**src/rtl/wb_stage.sv**
```systemverilog
// Write-back stage: commits register-file writes, owns the CP0 subset and
// turns exceptions, ERET and TLBR/TLBWI into one-cycle flush/refetch pulses.
module wb_stage #(
  parameter int          MS_TO_WS_BUS_WD = 131,
  parameter logic [31:0] EX_VECTOR       = 32'hBFC0_0380,
  parameter logic [31:0] REFILL_VECTOR   = 32'hBFC0_0200
) (
  input  logic                       clk,
  input  logic                       reset,
  output logic                       ws_allowin,
  input  logic                       ms_to_ws_valid,
  input  logic [MS_TO_WS_BUS_WD-1:0] ms_to_ws_bus,
  input  logic [5:0]                 ext_int,
  output logic                       rf_we,
  output logic [4:0]                 rf_waddr,
  output logic [31:0]                rf_wdata,
  output logic                       ms_ex,
  output logic [31:0]                ex_target,
  output logic                       ms_cancel_in,
  output logic [31:0]                refetch_pc,
  output logic                       tlbwi_we,
  output logic                       tlbr_re,
  output logic                       int_pending,
  output logic [31:0]                debug_wb_pc,
  output logic [3:0]                 debug_wb_rf_wen,
  output logic [4:0]                 debug_wb_rf_wnum,
  output logic [31:0]                debug_wb_rf_wdata
);

  localparam logic [7:0] CP0_BADVADDR = 8'h40;
  localparam logic [7:0] CP0_COUNT    = 8'h48;
  localparam logic [7:0] CP0_COMPARE  = 8'h58;
  localparam logic [7:0] CP0_STATUS   = 8'h60;
  localparam logic [7:0] CP0_CAUSE    = 8'h68;
  localparam logic [7:0] CP0_EPC      = 8'h70;

  logic                       r_ws_valid;
  logic [MS_TO_WS_BUS_WD-1:0] r_bus;

  logic [7:0]  r_status_im;
  logic        r_status_exl;
  logic        r_status_ie;
  logic        r_cause_bd;
  logic        r_cause_ti;
  logic [1:0]  r_cause_ip_sw;
  logic [4:0]  r_cause_exccode;
  logic [31:0] r_epc;
  logic [31:0] r_badvaddr;
  logic [31:0] r_count;
  logic [31:0] r_compare;
  logic        r_tick;

  logic        w_tlb_refill, w_tlbr, w_tlbwi, w_eret_f, w_bd, w_has_exc;
  logic        w_cp0_op, w_cp0_we, w_gr_we;
  logic [31:0] w_badvaddr, w_result, w_pc;
  logic [4:0]  w_exccode, w_dest;
  logic [7:0]  w_cp0_addr;
  logic        w_unused_fields;

  assign w_tlb_refill = r_bus[130];
  assign w_tlbr       = r_bus[123];
  assign w_tlbwi      = r_bus[122];
  assign w_eret_f     = r_bus[121];
  assign w_badvaddr   = r_bus[120:89];
  assign w_bd         = r_bus[88];
  assign w_has_exc    = r_bus[87];
  assign w_exccode    = r_bus[86:82];
  assign w_cp0_op     = r_bus[81];
  assign w_cp0_we     = r_bus[80];
  assign w_cp0_addr   = r_bus[79:72];
  assign w_gr_we      = r_bus[69];
  assign w_dest       = r_bus[68:64];
  assign w_result     = r_bus[63:32];
  assign w_pc         = r_bus[31:0];
  // TLBP index/found and the load offset are consumed elsewhere in the pipe.
  assign w_unused_fields = ^{r_bus[129:124], r_bus[71:70]};

  logic w_exc, w_eret, w_mtc0, w_tlb_op, w_badv_we;
  logic [7:0]  w_cause_ip;
  logic [31:0] w_status, w_cause, w_cp0_rdata;

  assign w_exc     = r_ws_valid & w_has_exc;
  assign w_eret    = r_ws_valid & w_eret_f & ~w_has_exc;
  assign w_mtc0    = r_ws_valid & w_cp0_we & ~w_has_exc;
  assign w_tlb_op  = r_ws_valid & ~w_has_exc & (w_tlbwi | w_tlbr);
  assign w_badv_we = (w_exccode == 5'd2) | (w_exccode == 5'd3) |
                     (w_exccode == 5'd4) | (w_exccode == 5'd5);

  // Hardware IP bits track ext_int live; IP7 also carries the timer.
  assign w_cause_ip = {ext_int[5] | r_cause_ti, ext_int[4:0], r_cause_ip_sw};
  assign w_status   = {9'd0, 1'b1, 6'd0, r_status_im, 6'd0, r_status_exl, r_status_ie};
  assign w_cause    = {r_cause_bd, r_cause_ti, 14'd0, w_cause_ip, 1'b0, r_cause_exccode, 2'b00};

  // MFC0 read mux
  always_comb begin
    w_cp0_rdata = 32'd0;
    case (w_cp0_addr)
      CP0_BADVADDR: w_cp0_rdata = r_badvaddr;
      CP0_COUNT:    w_cp0_rdata = r_count;
      CP0_COMPARE:  w_cp0_rdata = r_compare;
      CP0_STATUS:   w_cp0_rdata = w_status;
      CP0_CAUSE:    w_cp0_rdata = w_cause;
      CP0_EPC:      w_cp0_rdata = r_epc;
      default:      w_cp0_rdata = 32'd0;
    endcase
  end

  // Stage valid and latched memory-stage bus
  always_ff @(posedge clk) begin
    if (reset) begin
      r_ws_valid <= 1'b0;
      r_bus      <= '0;
    end else begin
      r_ws_valid <= (ms_ex | ms_cancel_in) ? 1'b0 : ms_to_ws_valid;
      if (ms_to_ws_valid & ws_allowin) begin
        r_bus <= ms_to_ws_bus;
      end
    end
  end

  // CP0 register file: timer, exception entry, ERET and MTC0 updates
  always_ff @(posedge clk) begin
    if (reset) begin
      r_status_im     <= 8'd0;
      r_status_exl    <= 1'b0;
      r_status_ie     <= 1'b0;
      r_cause_bd      <= 1'b0;
      r_cause_ti      <= 1'b0;
      r_cause_ip_sw   <= 2'd0;
      r_cause_exccode <= 5'd0;
      r_epc           <= 32'd0;
      r_badvaddr      <= 32'd0;
      r_count         <= 32'd0;
      r_compare       <= 32'd0;
      r_tick          <= 1'b0;
    end else begin
      r_tick <= ~r_tick;
      if (w_mtc0 && w_cp0_addr == CP0_COUNT) begin
        r_count <= w_result;
      end else if (r_tick) begin
        r_count <= r_count + 32'd1;
      end

      if (w_mtc0 && w_cp0_addr == CP0_COMPARE) begin
        r_compare  <= w_result;
        r_cause_ti <= 1'b0;
      end else if (r_count == r_compare) begin
        r_cause_ti <= 1'b1;
      end

      // A nested exception (EXL already set) keeps the original EPC/BD.
      if (w_exc) begin
        r_status_exl    <= 1'b1;
        r_cause_exccode <= w_exccode;
        if (!r_status_exl) begin
          r_epc      <= w_bd ? (w_pc - 32'd4) : w_pc;
          r_cause_bd <= w_bd;
        end
        if (w_badv_we) begin
          r_badvaddr <= w_badvaddr;
        end
      end else if (w_eret) begin
        r_status_exl <= 1'b0;
      end else if (w_mtc0 && w_cp0_addr == CP0_STATUS) begin
        r_status_im  <= w_result[15:8];
        r_status_exl <= w_result[1];
        r_status_ie  <= w_result[0];
      end else if (w_mtc0 && w_cp0_addr == CP0_CAUSE) begin
        r_cause_ip_sw <= w_result[9:8];
      end
    end
  end

  assign ws_allowin   = 1'b1;
  assign rf_we        = r_ws_valid & w_gr_we & ~w_has_exc;
  assign rf_waddr     = w_dest;
  assign rf_wdata     = (w_cp0_op & ~w_cp0_we) ? w_cp0_rdata : w_result;
  assign ms_ex        = w_exc | w_eret;
  assign ex_target    = w_exc  ? ((w_tlb_refill & ~r_status_exl) ? REFILL_VECTOR : EX_VECTOR) :
                        w_eret ? r_epc : 32'd0;
  assign ms_cancel_in = w_tlb_op;
  assign refetch_pc   = w_tlb_op ? (w_pc + 32'd4) : 32'd0;
  assign tlbwi_we     = w_tlb_op & w_tlbwi;
  assign tlbr_re      = w_tlb_op & w_tlbr;
  assign int_pending  = r_status_ie & ~r_status_exl & (|(w_cause_ip & r_status_im));

  assign debug_wb_pc       = w_pc;
  assign debug_wb_rf_wen   = {4{rf_we}};
  assign debug_wb_rf_wnum  = rf_waddr;
  assign debug_wb_rf_wdata = rf_wdata;

endmodule

```
**config.mk**
```make
export PLATFORM = sky130hd
export DESIGN_NAME = wb_stage
export DESIGN_NICKNAME = d
export VERILOG_FILES = /design/src/rtl/wb_stage.sv
export SDC_FILE = /design/constraint.sdc
export NUM_CORES = 1
export LEC_CHECK = 0
export ABC_CLOCK_PERIOD_IN_PS = 2400
export CAP_MARGIN = 20
export CORE_MARGIN = 2
export CORE_UTILIZATION = 47
export CTS_BUF_LIST = sky130_fd_sc_hd__clkbuf_8
export CTS_CLUSTER_DIAMETER = 150
export DETAILED_ROUTE_END_ITERATION = 16
export PLACE_DENSITY = 0.76
export SLEW_MARGIN = 5
export SYNTH_ARGS = -nofsm -noshare
export SYNTH_HDL_FRONTEND = slang
export SYNTH_SLANG_ARGS = --single-unit
```
**constraint.sdc**
```tcl
create_clock -name clk -period 2.4 [get_ports clk]
set_input_delay 0.24 -clock clk [delete_from_list [all_inputs] [get_ports clk]]
set_output_delay 0.24 -clock clk [all_outputs]
set_load 0.005 [all_outputs]
```
### Word level (Yosys, flattened, before mapping)

Index checks and enable logic that the tools add are counted.

* $add $sub $neg: 3
* eq/ne operators: 11
* bitwise gates (word level): 30
* multiplexer cells: 12
* reduce and logical (&&, ||, !) cells: 13

Operators by type and width (count)
* 32-bit two-way mux: 7
* 32-bit case mux with 6 select lines: 1
* 8-bit by 7-bit == test with 1-bit output, second input constant: 6
* 32-bit by 1-bit adder with 32-bit output, second input constant: 1
* 32-bit by 3-bit adder with 32-bit output, second input constant: 1
* 32-bit == test: 1
* 32-bit by 3-bit subtractor with 32-bit output, second input constant: 1
* 1-bit bitwise AND: 15
* 5-bit by 2-bit == test with 1-bit output, second input constant: 2
* 5-bit by 3-bit == test with 1-bit output, second input constant: 2
* 9-bit two-way mux: 1
* 8-bit bitwise AND: 1
* 8-bit OR reduction: 1
* 1-bit inverter: 7
* 1-bit bitwise OR: 7
* 1-bit logical AND: 4
* 2-bit AND reduction: 2
* 4-bit AND reduction: 1
* 2-bit OR reduction: 2
* 1-bit two-way mux: 3
* 3-bit AND reduction: 1
* 3-bit nonzero test: 1
* 2-bit nonzero test: 1

* flip-flop bits (word level): 280
* bits of input ports: 140
* output and inout port bits: 181
* word-level logic and storage cells: 83

### Depth between registers and ports, before layout

Gate-level depths: netlist (run 1).

* depth after elaboration: 6
* gate-level depth with buffers: 9
* gate-level depth less buffers: 6

### Worst setup path after synthesis (run 1)

OpenSTA, ideal clock, no wires.

* kind: register to output
* start: register r_bus[76]
* end: output port rf_wdata[10]
* buffers on the path: 3
* path slack: 0.079 ns
* stages on the path, launching flop included: 8
* required time: 2.160 ns
* arrival: 2.081 ns
* cells stage by stage: dfxtp_1 clkbuf_1 buf_1 nand2_1 nor3_1 a221oi_1 o21ai_0 buf_4

* cells in the longest elaborated chain, start to end: 3
* elaborated cells on any way between the ends: 8
* those cells by class: eq/ne (6); mux (2)

Ends and longest elaborated chain
* from (decl): line 38 `logic [MS_TO_WS_BUS_WD-1:0] r_bus;`
* from (signal assigned): line 116 `r_bus <= ms_to_ws_bus;`
* 8-bit by 7-bit == test with 1-bit output: line 97 `case (w_cp0_addr)`
* 32-bit case mux with 6 select lines *: line 97
* 32-bit two-way mux *: line 177 `assign rf_wdata = (w_cp0_op & ~w_cp0_we) ? w_cp0_rdata : w_result;`
* to (decl): line 16 `output logic [31:0] rf_wdata,`

Mark *: on every way between the ends. The rest lies on a longest branch, timed or not.

### Worst setup path in the final report (run 1)

* start: register r_bus[72]
* end: output port rf_wdata[21]

Same word-level chain as after synthesis.

==> results of run 1 <==
-- registers in the layout, indices dropped and copies added (netlist names) --
name and cells:
r_badvaddr 32, r_bus 123, r_cause_bd 1, r_cause_exccode 5, r_cause_ip_sw 2, r_cause_ti 1
r_compare 32, r_count 32, r_epc 32, r_status_exl 1, r_status_ie 1, r_status_im 8
r_tick 1, r_ws_valid 1
-- critical path, delay by kind of cell (launching register included) --
family          cells  cell delay, ns
simple gates        3            0.97
buf+inv             3            0.42
compound gates      2            0.25
flops               1            0.33
-- final timing paths --
path,from,end,slack [ns],cells after the start
max,r_bus[72],rf_wdata[21],-0.37,8
min,ms_to_ws_valid,r_bus[65],0.08,3
max reg2reg,r_bus[12],r_epc[23],0.02,8
min reg2reg,r_bus[94],r_badvaddr[5],0.45,2
-- cells in the mapped netlist (2+ instances only) --
| master | number |
|---|---|
| sky130_fd_sc_hd__a221oi_1 | 9 |
| sky130_fd_sc_hd__or4_1 | 7 |
| sky130_fd_sc_hd__a311oi_1 | 3 |
| sky130_fd_sc_hd__inv_1 | 8 |
| sky130_fd_sc_hd__clkbuf_1 | 123 |
| sky130_fd_sc_hd__a21oi_1 | 106 |
| sky130_fd_sc_hd__o22ai_1 | 2 |
| sky130_fd_sc_hd__nor4_2 | 7 |
| sky130_fd_sc_hd__buf_6 | 3 |
| sky130_fd_sc_hd__nor4_1 | 11 |
| sky130_fd_sc_hd__mux2_2 | 14 |
| sky130_fd_sc_hd__xnor2_1 | 65 |
| sky130_fd_sc_hd__a211oi_1 | 49 |
| sky130_fd_sc_hd__and3_1 | 33 |
| sky130_fd_sc_hd__xor2_1 | 51 |
| sky130_fd_sc_hd__a22oi_1 | 22 |
| sky130_fd_sc_hd__nand4_1 | 33 |
| sky130_fd_sc_hd__ha_1 | 3 |
| sky130_fd_sc_hd__buf_1 | 13 |
| sky130_fd_sc_hd__nand3_1 | 27 |
| sky130_fd_sc_hd__nor2b_1 | 8 |
| sky130_fd_sc_hd__nor3_1 | 17 |
| sky130_fd_sc_hd__or3_1 | 10 |
| sky130_fd_sc_hd__a22o_1 | 9 |
| sky130_fd_sc_hd__dfxtp_1 | 272 |
| sky130_fd_sc_hd__nand2_1 | 234 |
| sky130_fd_sc_hd__buf_4 | 80 |
| sky130_fd_sc_hd__nor2_1 | 263 |
| sky130_fd_sc_hd__mux2i_1 | 154 |
| sky130_fd_sc_hd__and4_1 | 7 |
| sky130_fd_sc_hd__nor4b_1 | 3 |
| sky130_fd_sc_hd__buf_2 | 3 |
| sky130_fd_sc_hd__o21ai_0 | 43 |
| sky130_fd_sc_hd__and2_1 | 12 |
| sky130_fd_sc_hd__a211oi_2 | 7 |
| sky130_fd_sc_hd__nand2b_1 | 7 |
| sky130_fd_sc_hd__o2bb2ai_1 | 7 |
| sky130_fd_sc_hd__a21o_1 | 2 |
| sky130_fd_sc_hd__o211ai_1 | 2 |
-- repair_timing --
action,in CTS,in global routing
cloned,3,0
setup endpoints to repair,132,137
pin swaps,68,55
buffers inserted,50,23
resized for setup,527,114
endpoints found under the hold margin,0,0
-- layer usage --
layer | vias to the layer above | GRT usage [%]
li1 | 6604 | -
met1 | 6691 | 37.5
met5 | - | 0
met2 | 582 | 52.9
met3 | 121 | 7.76
met4 | 8 | 12.8
-- stage by stage --
step | setup slack [ns] | total power, mW | instances | utilization [%] | instance area (sq um)
after floorplan | 0.0791 | 5.63 | 1747 | - | 14200
after global placement | -0.236 | 6.37 | 2360 | 60.1 | 17900
after detailed placement | -0.249 | 6.39 | 2360 | 60.1 | 17900
after CTS | -0.345 | 11.2 | 2497 | 66.3 | 19700
after global routing | -0.448 | 11.6 | 2514 | 67.6 | 20100
final | -0.371 | 11.2 | 2514 | 67.6 | 20100
-- final cells by class --
cell class / count / area [sq um] / area share [%]
clock buffer: 66 / 908 / 4.52
inverter: 8 / 32.5 / 0.162
timing repair buffer: 511 / 4770 / 23.7
multi-input combinational: 1245 / 8230 / 41.0
sequential: 272 / 5480 / 27.3
tap: 390 / 488 / 2.43
clock inverter: 22 / 180 / 0.897
-- where the power goes --
group          internal [mW]  total, mW  switching, mW
Sequential              4.67       4.85          0.183
Clock                   2.78       4.81           2.03
Combinational          0.822       1.58          0.757
Total                   8.27       11.2           2.97
-- kinds of logic (layout without fill, tap and decap cells) --
| logic type | count (synthesis) | after routing | synth area share [%] |
|---|---|---|---|
| and+or+nand+nor | 689 | 689 | 21.9 |
| DFF | 272 | 272 | 38.3 |
| AOI/OAI and AO/OA | 268 | 268 | 12.0 |
| buffers and inverters | 230 | 607 | 8.36 |
| muxes | 168 | 168 | 11.9 |
| xor gates and xnor gates | 116 | 116 | 7.14 |
| adders and majority gates | 3 | 3 | 0.264 |
| other | 1 | 1 | 0.0264 |
==> impl_summary.txt, run 1 <==
----------------------------------------------------
[Global route]
  Total GRT Usage ... 31.1%
  Initial antenna violation count ... 3
  Number of global-route vias before repair ... 13600
  Pin count of the biggest net entering global routing ... 111
  Grt ovf ... 0
  Wire length of the first global-routing pass ... 76300 um

[Synth]
  Cells after synthesis ... 1747
  Warnings, synthesis ... 0
  Mapped Area ... 0.0142 sq mm
  Average size of a mapped cell ... 8.14 sq um
  Library cell occupying the most area in the post-synthesis netlist ... sky130_fd_sc_hd__dfxtp_1
  Number of nets produced by synthesis ... 1890
  Fraction of synthesis flops using an asynchronous set or reset pin ... 0%
  Top-area cell type share of the netlist area ... 38.3%
  Number of enable-type register cells in the synthesized netlist ... 0
  Number of distinct library cells after synthesis ... 57
  Area contributors post-synth ... sky130_fd_sc_hd__dfxtp_1, sky130_fd_sc_hd__mux2i_1, sky130_fd_sc_hd__nor2_1
  Sequential fraction of the synthesis area ... 38.3%
  Total of flip-flops plus latches after synthesis ... 272
  Top FF cell, synth ... sky130_fd_sc_hd__dfxtp_1

[Detailed routing]
  Vias per inst ... 5.57
  Vias ... 14000
  Final routed wire length divided by cell count ... 20.5 um
  Metal-1 WL ... 20200 um
  Drt total wl ... 51700 um
  1st-iter DRT viols ... 1075
  Router iterations before antenna repair ... 5
  Detail Route met3 WL ... 4430 um
  Topmost layer with routed signal wires ... met5
  Total DRC errors in the routed layout ... 0
  Metal2 WL ... 25000 um
  Number of nets still failing antenna checks after routing ... 0

[Timing]
  Final setup violating endpoints ... 79
  Hold Worst Slack ... 0.0839 ns
  Post-Route Skew ... 0.0315 ns
  Number of endpoints with negative hold slack in the final report ... 0
  Max_slew headroom ... 45.2%
  Total count of max-transition violations in the final report ... 0
  Final critical-path share of the clock period ... 115%
  Setup slack after layout ... -0.371 ns
  Setup total negative slack ... -13.64 ns
  Upper clock frequency limit ... 0.361 GHz
  Setup repair after global routing missed its margin ... true
  Slew at the pin with the worst max-slew slack ... 0.822 ns
  Final critical delay including setup and external delays ... 2.77 ns

[Clocking]
  Cts hold-fix bufs ... 0
  H-tree depth ... 2
  Maximum buffer depth of the clock tree ... 3
  Clock tree root buffer cell ... sky130_fd_sc_hd__clkbuf_8
  Clock network latency to the later pin of the worst-skew pair ... 0.57 ns
  Total clock buffers created by CTS ... 48
  Number of clock sinks ... 272
  Clock-pin slew on the worst setup and hold paths ... 0.07 ns
  CTS tree ... yes

[Floorplanning]
  Placeable core region ... 0.0297 sq mm
  Placement row count ... 63
  Number of top-level pins ... 321
  Initial Util ... 47.9%
  Die Outline Area ... 0.0317 sq mm
  X dimension of the die ... 178 um
  Chip Height ... 178 um

[Critical path]
  WP data required ... 2.16 ns
  Max FO, Critical Path ... 6
  Critical path capture point type ... output pin
  Master of the slowest instance on the critical path ... sky130_fd_sc_hd__or3_4
  Most prevalent standard cell on the critical path ... sky130_fd_sc_hd__or3_4
  Startpoint types ... flop
  Classification of the worst setup path ... flop to output pin
  Cells traversed along the worst timing path ... or3_4 > or3_4 > buf_8 > buf_6 > nor2_1 > a21oi_1 > o21ai_2 > buf_2
  CP max stage delay ... 0.42 ns
  Data arrival time of the critical path ... 2.53 ns

[Finish]
  Most common cell after layout, fill and taps aside ... sky130_fd_sc_hd__dfxtp_1
  Filler cell count in the final layout ... 2327
  Number of antenna diodes ... 0
  Commonest cells after routing, fill and taps aside ... sky130_fd_sc_hd__dfxtp_1, sky130_fd_sc_hd__nor2_1, sky130_fd_sc_hd__nand2_1
  Net total in the final layout ... 2229
  Share of final-layout standard cells stronger than drive strength 1 ... 25.1%
  Relative area change from synthesis to final layout ... 41.3%

[Flow run]
  MaxCap Viol Count ... 0

[Power]
  Leak Pwr ... 8.19 nW
  Maximum vdd drop ... 0.000355 V
  Power per cell area ... 559 mW/mm^2

[Min path]
  Class of the most critical hold timing path ... input port to flop

[Place]
  Detailed Place HPWL ... 36400 um
  Last weighted congestion value of the routability-driven placer ... 0.938
  Port bufs ... 311

[Status]
  Result of the run ... complete, but fails checks
  Violations in the final reports ... negative setup slack

----------------------------------------------------
No activity file was read; power rests on OpenSTA's default activity.
==> run 2: changes to the inputs <==
SKIP_CTS_REPAIR_TIMING = 1   (was unset)
==> impl_summary.txt, run 2 (synthesis gave the netlist of run 1 again) <==
----------------------------------------------------
[Status]
  Result of the run ... complete, but fails checks (unchanged)
  Violations in the final reports ... negative setup slack (unchanged)

[Critical path]
  WP data required ... 2.16 ns (about the same)
  Classification of the worst setup path ... flop to output pin (unchanged)
  Data arrival time of the critical path ... 2.62 ns (was 2.53 ns)
  Max FO, Critical Path ... 7 (was 6)
  Startpoint types ... flop (unchanged)
  Critical path capture point type ... output pin (unchanged)

[Detailed routing]
  1st-iter DRT viols ... 1013 (was 1075)
  Vias per inst ... 5.55 (was 5.57)
  Total DRC errors in the routed layout ... 0 (unchanged)
  Final routed wire length divided by cell count ... 20.3 um (was 20.5 um)
  Drt total wl ... 50900 um (was 51700 um)
  Router iterations before antenna repair ... 5 (unchanged)
  Number of nets still failing antenna checks after routing ... 0 (unchanged)
  Vias ... 13900 (was 14000)

[Clocking]
  Maximum buffer depth of the clock tree ... 3 (unchanged)
  Number of clock sinks ... 272 (unchanged)
  Total clock buffers created by CTS ... 48 (unchanged)
  H-tree depth ... 2 (unchanged)
  Clock tree root buffer cell ... sky130_fd_sc_hd__clkbuf_8 (unchanged)
  Clock network latency to the later pin of the worst-skew pair ... 0.58 ns (was 0.57 ns)
  Clock-pin slew on the worst setup and hold paths ... 0.06 ns (was 0.07 ns)
  CTS tree ... yes (unchanged)

[Finish]
  Area of all sequential standard cells ... 0.00548 sq mm (about the same)
  Combined area of the multi-input logic cells ... 0.00822 sq mm (was 0.00823 sq mm)
  Share of final-layout standard cells stronger than drive strength 1 ... 23.2% (was 25.1%)
  Most common cell after layout, fill and taps aside ... sky130_fd_sc_hd__nor2_1 (was sky130_fd_sc_hd__dfxtp_1)
  Max reg flops ... 123 (unchanged)
  Net total in the final layout ... 2216 (was 2229)
  Commonest cells after routing, fill and taps aside ... sky130_fd_sc_hd__nor2_1, sky130_fd_sc_hd__dfxtp_1, sky130_fd_sc_hd__nand2_1 (was sky130_fd_sc_hd__dfxtp_1, sky130_fd_sc_hd__nor2_1, sky130_fd_sc_hd__nand2_1)
  Largest reg by FF count ... r_bus (unchanged)
  Filler cell count in the final layout ... 2353 (was 2327)
  Final instance area ... 0.0201 sq mm (about the same)
  Relative area change from synthesis to final layout ... 41.1% (was 41.3%)

[Place]
  Detailed Place HPWL ... 36400 um (unchanged)
  Placed Area ... 0.0179 sq mm (unchanged)
  Last weighted congestion value of the routability-driven placer ... 0.938 (unchanged)
  Port bufs ... 311 (unchanged)
  Pre-CTS setup slack ... -0.249 ns (unchanged)

[Min path]
  Class of the most critical hold timing path ... input port to flop (unchanged)

[Power]
  Maximum vdd drop ... 0.000314 V (was 0.000355 V)
  Power per cell area ... 560 mW/mm^2 (was 559 mW/mm^2)
  Sequential share of power ... 43.2% (about the same)
  P_int ... 8.27 mW (about the same)
  Net Switching ... 2.97 mW (about the same)
  Clock power share ... 42.8% (about the same)
  Fraction of power spent switching nets ... 26.4% (about the same)
  Leak Pwr ... 8.42 nW (was 8.19 nW)
  Relative contribution of combinational cells to total power ... 14.0% (was 14.1%)

[Timing]
  Total count of max-transition violations in the final report ... 0 (unchanged)
  Setup slack after layout ... -0.464 ns (was -0.371 ns)
  Final critical-path share of the clock period ... 119% (was 115%)
  Final setup violating endpoints ... 68 (was 79)
  Upper clock frequency limit ... 0.349 GHz (was 0.361 GHz)
  Slew at the pin with the worst max-slew slack ... 0.813 ns (was 0.822 ns)
  Post-Route Skew ... 0.0318 ns (was 0.0315 ns)
  Setup repair after global routing missed its margin ... true (unchanged)
  Number of endpoints with negative hold slack in the final report ... 0 (unchanged)
  Setup total negative slack ... -18.35 ns (was -13.64 ns)
  Final critical delay including setup and external delays ... 2.86 ns (was 2.77 ns)
  Max_slew headroom ... 45.8% (was 45.2%)

[Global route]
  Initial antenna violation count ... 4 (was 3)
  Grt ovf ... 0 (unchanged)
  Pin count of the biggest net entering global routing ... 111 (unchanged)
  Number of global-route vias before repair ... 13100 (was 13600)
  Total GRT Usage ... 30.1% (was 31.1%)
  Wire length of the first global-routing pass ... 73700 um (was 76300 um)

[Floorplanning]
  Placement row count ... 63 (unchanged)
  Placeable core region ... 0.0297 sq mm (unchanged)
  Chip Height ... 178 um (unchanged)
  Initial Util ... 47.9% (unchanged)
  X dimension of the die ... 178 um (unchanged)
  Die Outline Area ... 0.0317 sq mm (unchanged)
  Number of top-level pins ... 321 (unchanged)

[Flow run]
  MaxCap Viol Count ... 0 (unchanged)

----------------------------------------------------
[run 2: metal layers]
layer | track usage, % | routed length (um) | vias up
met4 | 9.97 | 1830 | 4
met2 | 51.6 | 24500 | 585
met3 | 7.59 | 4430 | 114
met1 | 36.7 | 20100 | 6598
met5 | 0 | 26 | -
li1 | - | - | 6583
[run 2: power groups by stage]
stage          Sequential, mW  Combinational [mW]  Clock (mW)
2_1_floorplan            4.85               0.784           0
6_report                 4.86                1.57        4.81
3_3_place_gp             4.93                1.44           0
4_1_cts                  4.84                1.47        4.86
3_5_place_dp             4.93                1.46           0
5_1_grt                  4.87                1.68        5.07
[run 2: layout make-up]
type / count / area share [%]
multi-input combinational: 1246 / 41.0
sequential: 272 / 27.3
timing repair buffer: 497 / 23.7
clock buffer: 66 / 4.53
tap: 390 / 2.43
clock inverter: 22 / 0.898
inverter: 8 / 0.162
antenna: 2 / 0.0249
[run 2: path summary, 6_finish.rpt]
check	start	to	slack, ns	depth (start not counted)
min	ms_to_ws_valid	r_bus[65]	0.07	3
max	r_bus[74]	rf_wdata[19]	-0.46	10
min reg2reg	r_bus[94]	r_badvaddr[5]	0.45	2
max reg2reg	r_bus[11]	r_epc[24]	0.07	7
[run 2: per-stage QoR]
step	util, %	power [mW]	cells	hold slack, ns
2_1_floorplan	-	5.63	1747	0.387
3_3_place_gp	60.1	6.37	2360	0.438
3_5_place_dp	60.1	6.39	2360	0.445
4_1_cts	63.8	11.2	2448	0.0553
5_1_grt	67.5	11.6	2501	0.0819
6_report	67.5	11.2	2503	0.0734
[run 2: worst max-delay path, cell delays in order, from the launching register on]
cell and delay (ns):
sky130_fd_sc_hd__dfxtp_2 0.33, sky130_fd_sc_hd__nor3_2 0.17, sky130_fd_sc_hd__buf_4 0.17, sky130_fd_sc_hd__nand2_4 0.06, sky130_fd_sc_hd__a311o_2 0.46, sky130_fd_sc_hd__buf_6 0.17, sky130_fd_sc_hd__buf_6 0.12, sky130_fd_sc_hd__clkbuf_16 0.16
sky130_fd_sc_hd__buf_6 0.12, sky130_fd_sc_hd__o21ai_4 0.14, sky130_fd_sc_hd__buf_2 0.14
